<file path="config.mk">
export PLATFORM = sky130hd
export DESIGN_NAME = mux3_rr_arbiter_flat
export DESIGN_NICKNAME = d
export VERILOG_FILES = /design/src/rtl/mux3_rr_arbiter_if.sv /design/src/rtl/mux3_rr_arbiter.sv /design/src/flat_wrapper.sv
export SDC_FILE = /design/constraint.sdc
export NUM_CORES = 1
export LEC_CHECK = 0
export ABC_AREA = 0
export BUFFER_PORTS_ARGS = -buffer_cell sky130_fd_sc_hd__clkbuf_2
export CAP_MARGIN = 20
export CORE_MARGIN = 2
export CORE_UTILIZATION = 51
export DETAILED_ROUTE_END_ITERATION = 10
export PLACE_DENSITY = 0.77
export SLEW_MARGIN = 30
export SYNTH_ARGS = -nofsm -noshare
export SYNTH_HDL_FRONTEND = slang
export SYNTH_SLANG_ARGS = --single-unit
export TNS_END_PERCENT = 5
</file>
<file path="constraint.sdc">
create_clock -name clk -period 2.4 [get_ports clk]
set_clock_uncertainty 0.1 [all_clocks]
set_input_delay 0 -clock clk [delete_from_list [all_inputs] [get_ports clk]]
set_output_delay 0 -clock clk [all_outputs]
set_load 0.005 [all_outputs]
</file>
<file path="src/rtl/mux3_rr_arbiter_if.sv">
`default_nettype none
// ============================================================================
// Interface : mux3_rr_arbiter_if
// Brief     : Requester/sink handshake bundle for the 3-way round-robin arbiter
// Revision  : 1.0
// ============================================================================
interface mux3_rr_arbiter_if #(
  parameter int MAX_BURST = 16,
  parameter int CNT_W     = $clog2(MAX_BURST + 1)
);
  logic [2:0]       req;
  logic [2:0]       src_valid;
  logic [2:0]       src_last;
  logic [2:0]       src_ready;
  logic             sink_valid;
  logic             sink_ready;
  logic [1:0]       sel;
  logic [2:0]       grant;
  logic             busy;
  logic [CNT_W-1:0] beat_count;

  // master: requesters + sink side; slave: the arbiter
  modport master (
    output req, src_valid, src_last, sink_ready,
    input  src_ready, sink_valid, sel, grant, busy, beat_count
  );

  modport slave (
    input  req, src_valid, src_last, sink_ready,
    output src_ready, sink_valid, sel, grant, busy, beat_count
  );
endinterface
`default_nettype wire

</file>
<file path="src/rtl/mux3_rr_arbiter.sv">
`default_nettype none
// ============================================================================
// Module    : mux3_rr_arbiter
// Brief     : Burst round-robin arbiter for three word streams onto one sink
// Revision  : 1.0
// ============================================================================
module mux3_rr_arbiter #(
  parameter int MAX_BURST = 16,
  parameter int CNT_W     = $clog2(MAX_BURST + 1)
) (
  input  wire logic       clk,
  input  wire logic       reset,
  mux3_rr_arbiter_if.slave bus
);

  localparam logic [0:0]       S_IDLE      = 1'b0;
  localparam logic [0:0]       S_BURST     = 1'b1;
  localparam logic [1:0]       C_SEL_NONE  = 2'b11;
  localparam logic [CNT_W-1:0] C_LAST_BEAT = CNT_W'(MAX_BURST - 1);

  logic [0:0]       r_state;
  logic [1:0]       r_sel;
  logic [2:0]       r_grant;
  logic [CNT_W-1:0] r_beat_cnt;
  logic [1:0]       r_last_grant;

  logic             w_sink_valid;
  logic [2:0]       w_src_ready;
  logic             w_cur_last;
  logic             w_cur_req;
  logic             w_beat;
  logic             w_burst_end;
  logic [1:0]       w_pick;

  // Priority order starts just after the last granted index; scanning from
  // lowest priority upward lets the highest-priority requester win.
  function automatic logic [1:0] f_next(input logic [1:0] last, input logic [2:0] req);
    logic [1:0] idx;
    f_next = C_SEL_NONE;
    for (int k = 3; k >= 1; k--) begin
      idx = 2'((int'(last) + k) % 3);
      if (req[idx]) f_next = idx;
    end
  endfunction

  // Handshake routing is combinational from registered sel, so an async
  // reset drops sink_valid/src_ready in the same cycle.
  always_comb begin
    w_sink_valid = 1'b0;
    w_src_ready  = 3'b000;
    w_cur_last   = 1'b0;
    w_cur_req    = 1'b0;
    case (r_sel)
      2'd0: begin
        w_sink_valid = bus.src_valid[0];
        w_src_ready  = {2'b00, bus.sink_ready};
        w_cur_last   = bus.src_last[0];
        w_cur_req    = bus.req[0];
      end
      2'd1: begin
        w_sink_valid = bus.src_valid[1];
        w_src_ready  = {1'b0, bus.sink_ready, 1'b0};
        w_cur_last   = bus.src_last[1];
        w_cur_req    = bus.req[1];
      end
      2'd2: begin
        w_sink_valid = bus.src_valid[2];
        w_src_ready  = {bus.sink_ready, 2'b00};
        w_cur_last   = bus.src_last[2];
        w_cur_req    = bus.req[2];
      end
      default: begin
        w_sink_valid = 1'b0;
        w_src_ready  = 3'b000;
        w_cur_last   = 1'b0;
        w_cur_req    = 1'b0;
      end
    endcase
  end

  assign w_beat      = w_sink_valid & bus.sink_ready;
  assign w_burst_end = w_beat & (w_cur_last | (r_beat_cnt == C_LAST_BEAT));
  assign w_pick      = f_next(r_last_grant, bus.req);

  always_ff @(posedge clk or posedge reset) begin
    if (reset) begin
      r_state      <= S_IDLE;
      r_sel        <= C_SEL_NONE;
      r_grant      <= 3'b000;
      r_beat_cnt   <= '0;
      r_last_grant <= 2'd2;
    end else begin
      case (r_state)
        S_IDLE: begin
          if (|bus.req) begin
            r_state    <= S_BURST;
            r_sel      <= w_pick;
            r_grant    <= 3'(3'b001 << w_pick);
            r_beat_cnt <= '0;
          end
        end
        S_BURST: begin
          // A beat always completes; an abort (req dropped) only wins on an idle cycle.
          if (w_burst_end || (!w_beat && !w_cur_req)) begin
            r_state      <= S_IDLE;
            r_sel        <= C_SEL_NONE;
            r_grant      <= 3'b000;
            r_beat_cnt   <= '0;
            r_last_grant <= r_sel;
          end else if (w_beat) begin
            r_beat_cnt <= r_beat_cnt + 1'b1;
          end
        end
        default: begin
          r_state <= S_IDLE;
          r_sel   <= C_SEL_NONE;
          r_grant <= 3'b000;
        end
      endcase
    end
  end

  assign bus.sink_valid = w_sink_valid;
  assign bus.src_ready  = w_src_ready;
  assign bus.sel        = r_sel;
  assign bus.grant      = r_grant;
  assign bus.busy       = (r_state == S_BURST);
  assign bus.beat_count = r_beat_cnt;

endmodule
`default_nettype wire

</file>
<file path="src/flat_wrapper.sv">
// flat-port wrapper written by rule: the top's interface ports become plain ports
module mux3_rr_arbiter_flat 
#(
  parameter int MAX_BURST = 16,
  parameter int CNT_W     = $clog2(MAX_BURST + 1)
)
  (clk, reset, bus_req, bus_src_valid, bus_src_last, bus_sink_ready, bus_src_ready, bus_sink_valid, bus_sel, bus_grant, bus_busy, bus_beat_count);
  mux3_rr_arbiter_if #(.MAX_BURST(MAX_BURST), .CNT_W(CNT_W)) bus_i ();
  input  wire logic clk;
  input  wire logic reset;
  input wire logic [$bits(bus_i.req)-1:0] bus_req;
  input wire logic [$bits(bus_i.src_valid)-1:0] bus_src_valid;
  input wire logic [$bits(bus_i.src_last)-1:0] bus_src_last;
  input wire logic [$bits(bus_i.sink_ready)-1:0] bus_sink_ready;
  output wire logic [$bits(bus_i.src_ready)-1:0] bus_src_ready;
  output wire logic [$bits(bus_i.sink_valid)-1:0] bus_sink_valid;
  output wire logic [$bits(bus_i.sel)-1:0] bus_sel;
  output wire logic [$bits(bus_i.grant)-1:0] bus_grant;
  output wire logic [$bits(bus_i.busy)-1:0] bus_busy;
  output wire logic [$bits(bus_i.beat_count)-1:0] bus_beat_count;
  assign bus_i.req = bus_req;
  assign bus_i.src_valid = bus_src_valid;
  assign bus_i.src_last = bus_src_last;
  assign bus_i.sink_ready = bus_sink_ready;
  assign bus_src_ready = bus_i.src_ready;
  assign bus_sink_valid = bus_i.sink_valid;
  assign bus_sel = bus_i.sel;
  assign bus_grant = bus_i.grant;
  assign bus_busy = bus_i.busy;
  assign bus_beat_count = bus_i.beat_count;
  mux3_rr_arbiter #(.MAX_BURST(MAX_BURST), .CNT_W(CNT_W)) u_core (.clk(clk), .reset(reset), .bus(bus_i));
endmodule
</file>
==> impl_metrics.json <==
{
  "initial_utilization_pct": 55.96,
  "gp_congestion": 0.7792,
  "cts_tree": "yes",
  "grt.overflow.total": 0,
  "design.die.area_mm2": 0.002304,
  "track_usage_pct": 23.11,
  "fmax_mhz": 457.3,
  "cts_buffers": 3,
  "critPathCaptureType": "flop",
  "post-route-min-period_ns": 2.187,
  "clkLatencyLatePin_ns": 0.29,
  "syn-num-nets": 119,
  "rsz0062_at_grt": "no",
  "wirelength_um": 2228,
  "htree_levels": 1,
  "fillers": 166,
  "post_cts_buffers": 0,
  "drtIter0Drc": 21,
  "worst_path_max_delay_cell": "dfrtp_1",
  "r2r_cells": 7,
  "place_ws_ns": 0.3072,
  "critPathLaunchType": "flop",
  "finalHoldViolCount": 0,
  "r2r_start": "u_core.bus.beat_count[0]$_DFFE_PP0P_",
  "ff_latch_area_um2": 329.1,
  "cp_top_family": "compound AO/OA/AOI/OAI gates",
  "yosys_warnings": 0,
  "whs_ns": 0.1331,
  "ir_drop_v": 0.0008020,
  "wl_per_cell_um": 14.47,
  "worstMarginPinSlew_ns": 0.5069,
  "total_power_mw": 1.355,
  "crit_path_frequent_cell": "ha_1",
  "clkTransAtPathRegs_ns": 0.08,
  "maxSlewViolCount": 0,
  "tns_ns": 0,
  "io_pins": 27,
  "place_hpwl_um": 1664,
  "maxCapViolations": 0,
  "fin_util_pct": 66.10,
  "drc": 0,
  "holdPathEnd": "u_core.bus.grant[1]$_DFFE_PP0P_",
  "maxSlewHeadroom_pct": 66.17,
  "synth_seq_cells": 13,
  "syn_inst": 101,
  "ys_async_sr_fraction_pct": 100.0,
  "critPathArrivalTime_ns": 2.31,
  "multiInputGateArea_um2": 608.1,
  "fin_nets": 148,
  "min_from": "bus_req[1]",
  "path_depth": 7,
  "via_per_inst": 5.812,
  "yosysSeqAreaShare_pct": 33.33,
  "num_rows": 15,
  "die_x_um": 48.00,
  "yosys_most_used_dff": "dfrtp_1",
  "synth_edf_count": 0,
  "r2r-end": "u_core.r_last_grant[1]$_DFFE_PP1P_",
  "path_cells": "ha_1 -> and3_1 -> ha_1 -> a211oi_1 -> o211a_4 -> nor2_4 -> mux2_4",
  "vias": 895,
  "root_buffer": "clkbuf_4",
  "cp.required_ns": 2.53,
  "cp-startpoint": "u_core.bus.beat_count[0]$_DFFE_PP0P_",
  "worst_path_largest_cell_delay_ns": 0.42,
  "cts_buffer_depth": 2,
  "setup_ws_ns": 0.2131,
  "grt_max_degree": 14,
  "critPathMaxFanout": 7,
  "grt_first_pass_wirelength_um": 3594,
  "status": "complete, no violations",
  "finalCritPeriodShare_pct": 91.12,
  "crit_buf_inv": 0,
  "p_leak_nw": 0.5707,
  "min_path_type": "input pin to flop",
  "n_antenna_cell": 0,
  "io_buffers": 26,
  "crit_type": "flop to flop",
  "synth.distinct_cells": 42,
  "area_growth_pct": 18.12,
  "synth_area_um2": 987.2,
  "core_area_mm2": 0.001764,
  "p_per_area_mw_per_mm2": 1162,
  "antenna_left": 0,
  "syn_avg_cell_area_um2": 9.774,
  "cts.sinks": 13,
  "first_global_vias": 783,
  "antenna_found_initial": 0,
  "layout-drive-gt1-share_pct": 34.11,
  "die_h_um": 48.00,
  "whs_path_depth": 4,
  "r2r_slack_ns": 0.21,
  "final-setup-viol-count": 0,
  "firstDrtPassIters": 4
}
cell usage in the layout, fill, tap and decap left out, types with 2 or more instances in the layout:
cell / synthesis / routed
a21boi_0: 2 / 2
o211ai_1: 2 / 2
o21ai_0: 3 / 3
o22ai_1: 5 / 5
nor3_1: 3 / 3
o211a_4: 2 / 2
mux2i_1: 4 / 4
dfrtp_1: 10 / 10
o21ai_1: 2 / 2
nand3_1: 4 / 4
o31a_1: 2 / 2
nand2_1: 7 / 7
dfstp_2: 3 / 3
and3_1: 2 / 2
a21oi_1: 4 / 4
ha_1: 6 / 6
clkbuf_2: 0 / 26
inv_1: 8 / 8
nor2b_1: 6 / 6
clkbuf_4: 0 / 3
mux2_4: 2 / 2
o32ai_1: 2 / 2
through the flow:
step                area [um^2]  cells
CTS                        1166    154
global route               1166    154
finish                     1166    154
global placement           1129    149
floorplan                 987.2    101
detailed placement         1129    149
layer usage:
metal	part of all wire (%)	wire [um]	GRT usage, %
met5	0	0	0
met4	1.1	24	6.486
met3	6.5	144	7.170
met2	47	1041	36.00
met1	46	1017	31.00
Yosys cell counts (all sizes together) (2+ instances only):
cell / n / area [um^2]
dfrtp: 10 / 250.2
inv: 8 / 30.03
nand2: 8 / 32.54
ha: 6 / 75.07
nor2b: 6 / 37.54
o21ai: 5 / 25.02
o22ai: 5 / 31.28
a21oi: 4 / 20.02
mux2i: 4 / 40.04
nand3: 4 / 20.02
and3: 3 / 20.02
buf: 3 / 20.01
dfstp: 3 / 78.83
nor3: 3 / 15.01
a21boi: 2 / 15.01
mux2: 2 / 30.03
nor2: 2 / 15.01
nor3b: 2 / 26.28
o211a: 2 / 35.03
o211ai: 2 / 15.01
o31a: 2 / 17.52
o32ai: 2 / 17.52
worst min-delay path: cells and delay by family:
family	cells	cell delay, ns
AND/OR/NAND/NOR	1	0.15
AO/OA/AOI/OAI	2	0.20
buffers and inverters	1	0.13
worst max-delay path by stage:
stage	end
3_3_place_gp	u_core.r_last_grant[1]$_DFFE_PP1P_
4_1_cts	u_core.r_last_grant[1]$_DFFE_PP1P_
6_report	u_core.r_last_grant[1]$_DFFE_PP1P_
3_5_place_dp	u_core.r_last_grant[1]$_DFFE_PP1P_
5_1_grt	u_core.r_last_grant[1]$_DFFE_PP1P_
2_1_floorplan	u_core.r_last_grant[1]$_DFFE_PP1P_
area by class of cell:
type	count	share of cell area (%)
timing repair buffer	27	12.02
multi-input combinational	77	52.15
clock inverter	1	0.4292
tap	25	2.682
clock buffer	3	1.931
sequential	13	28.22
inverter	8	2.575
registers in the layout, summed over array words and instances (netlist names):
| signal | cells |
|---|---|
| u_core.bus.busy | 1 |
| u_core.bus.beat_count | 5 |
| u_core.bus.sel | 2 |
| u_core.r_last_grant | 2 |
| u_core.bus.grant | 3 |
where the power goes:
group	internal, mW	switching, mW
Sequential	0.306	0.101
Combinational	0.370	0.437
Clock	0.0622	0.0797
Total	0.738	0.617
what timing repair did:
action,CTS,global route
hold buffers,1,0
hold endpoints to repair,13,0
resized for setup,0,0
cell families (layout without fill, tap and decap cells):
| group | Yosys count | after routing | share of synthesized area, % |
|---|---|---|---|
| compound gates | 31 | 31 | 24.33 |
| fa+ha+maj | 6 | 6 | 7.604 |
| buf+inv | 11 | 39 | 5.069 |
| flops | 13 | 13 | 33.33 |
| mux | 6 | 6 | 7.098 |
| simple gates | 34 | 34 | 22.56 |
(Power assumes the default switching activity.)
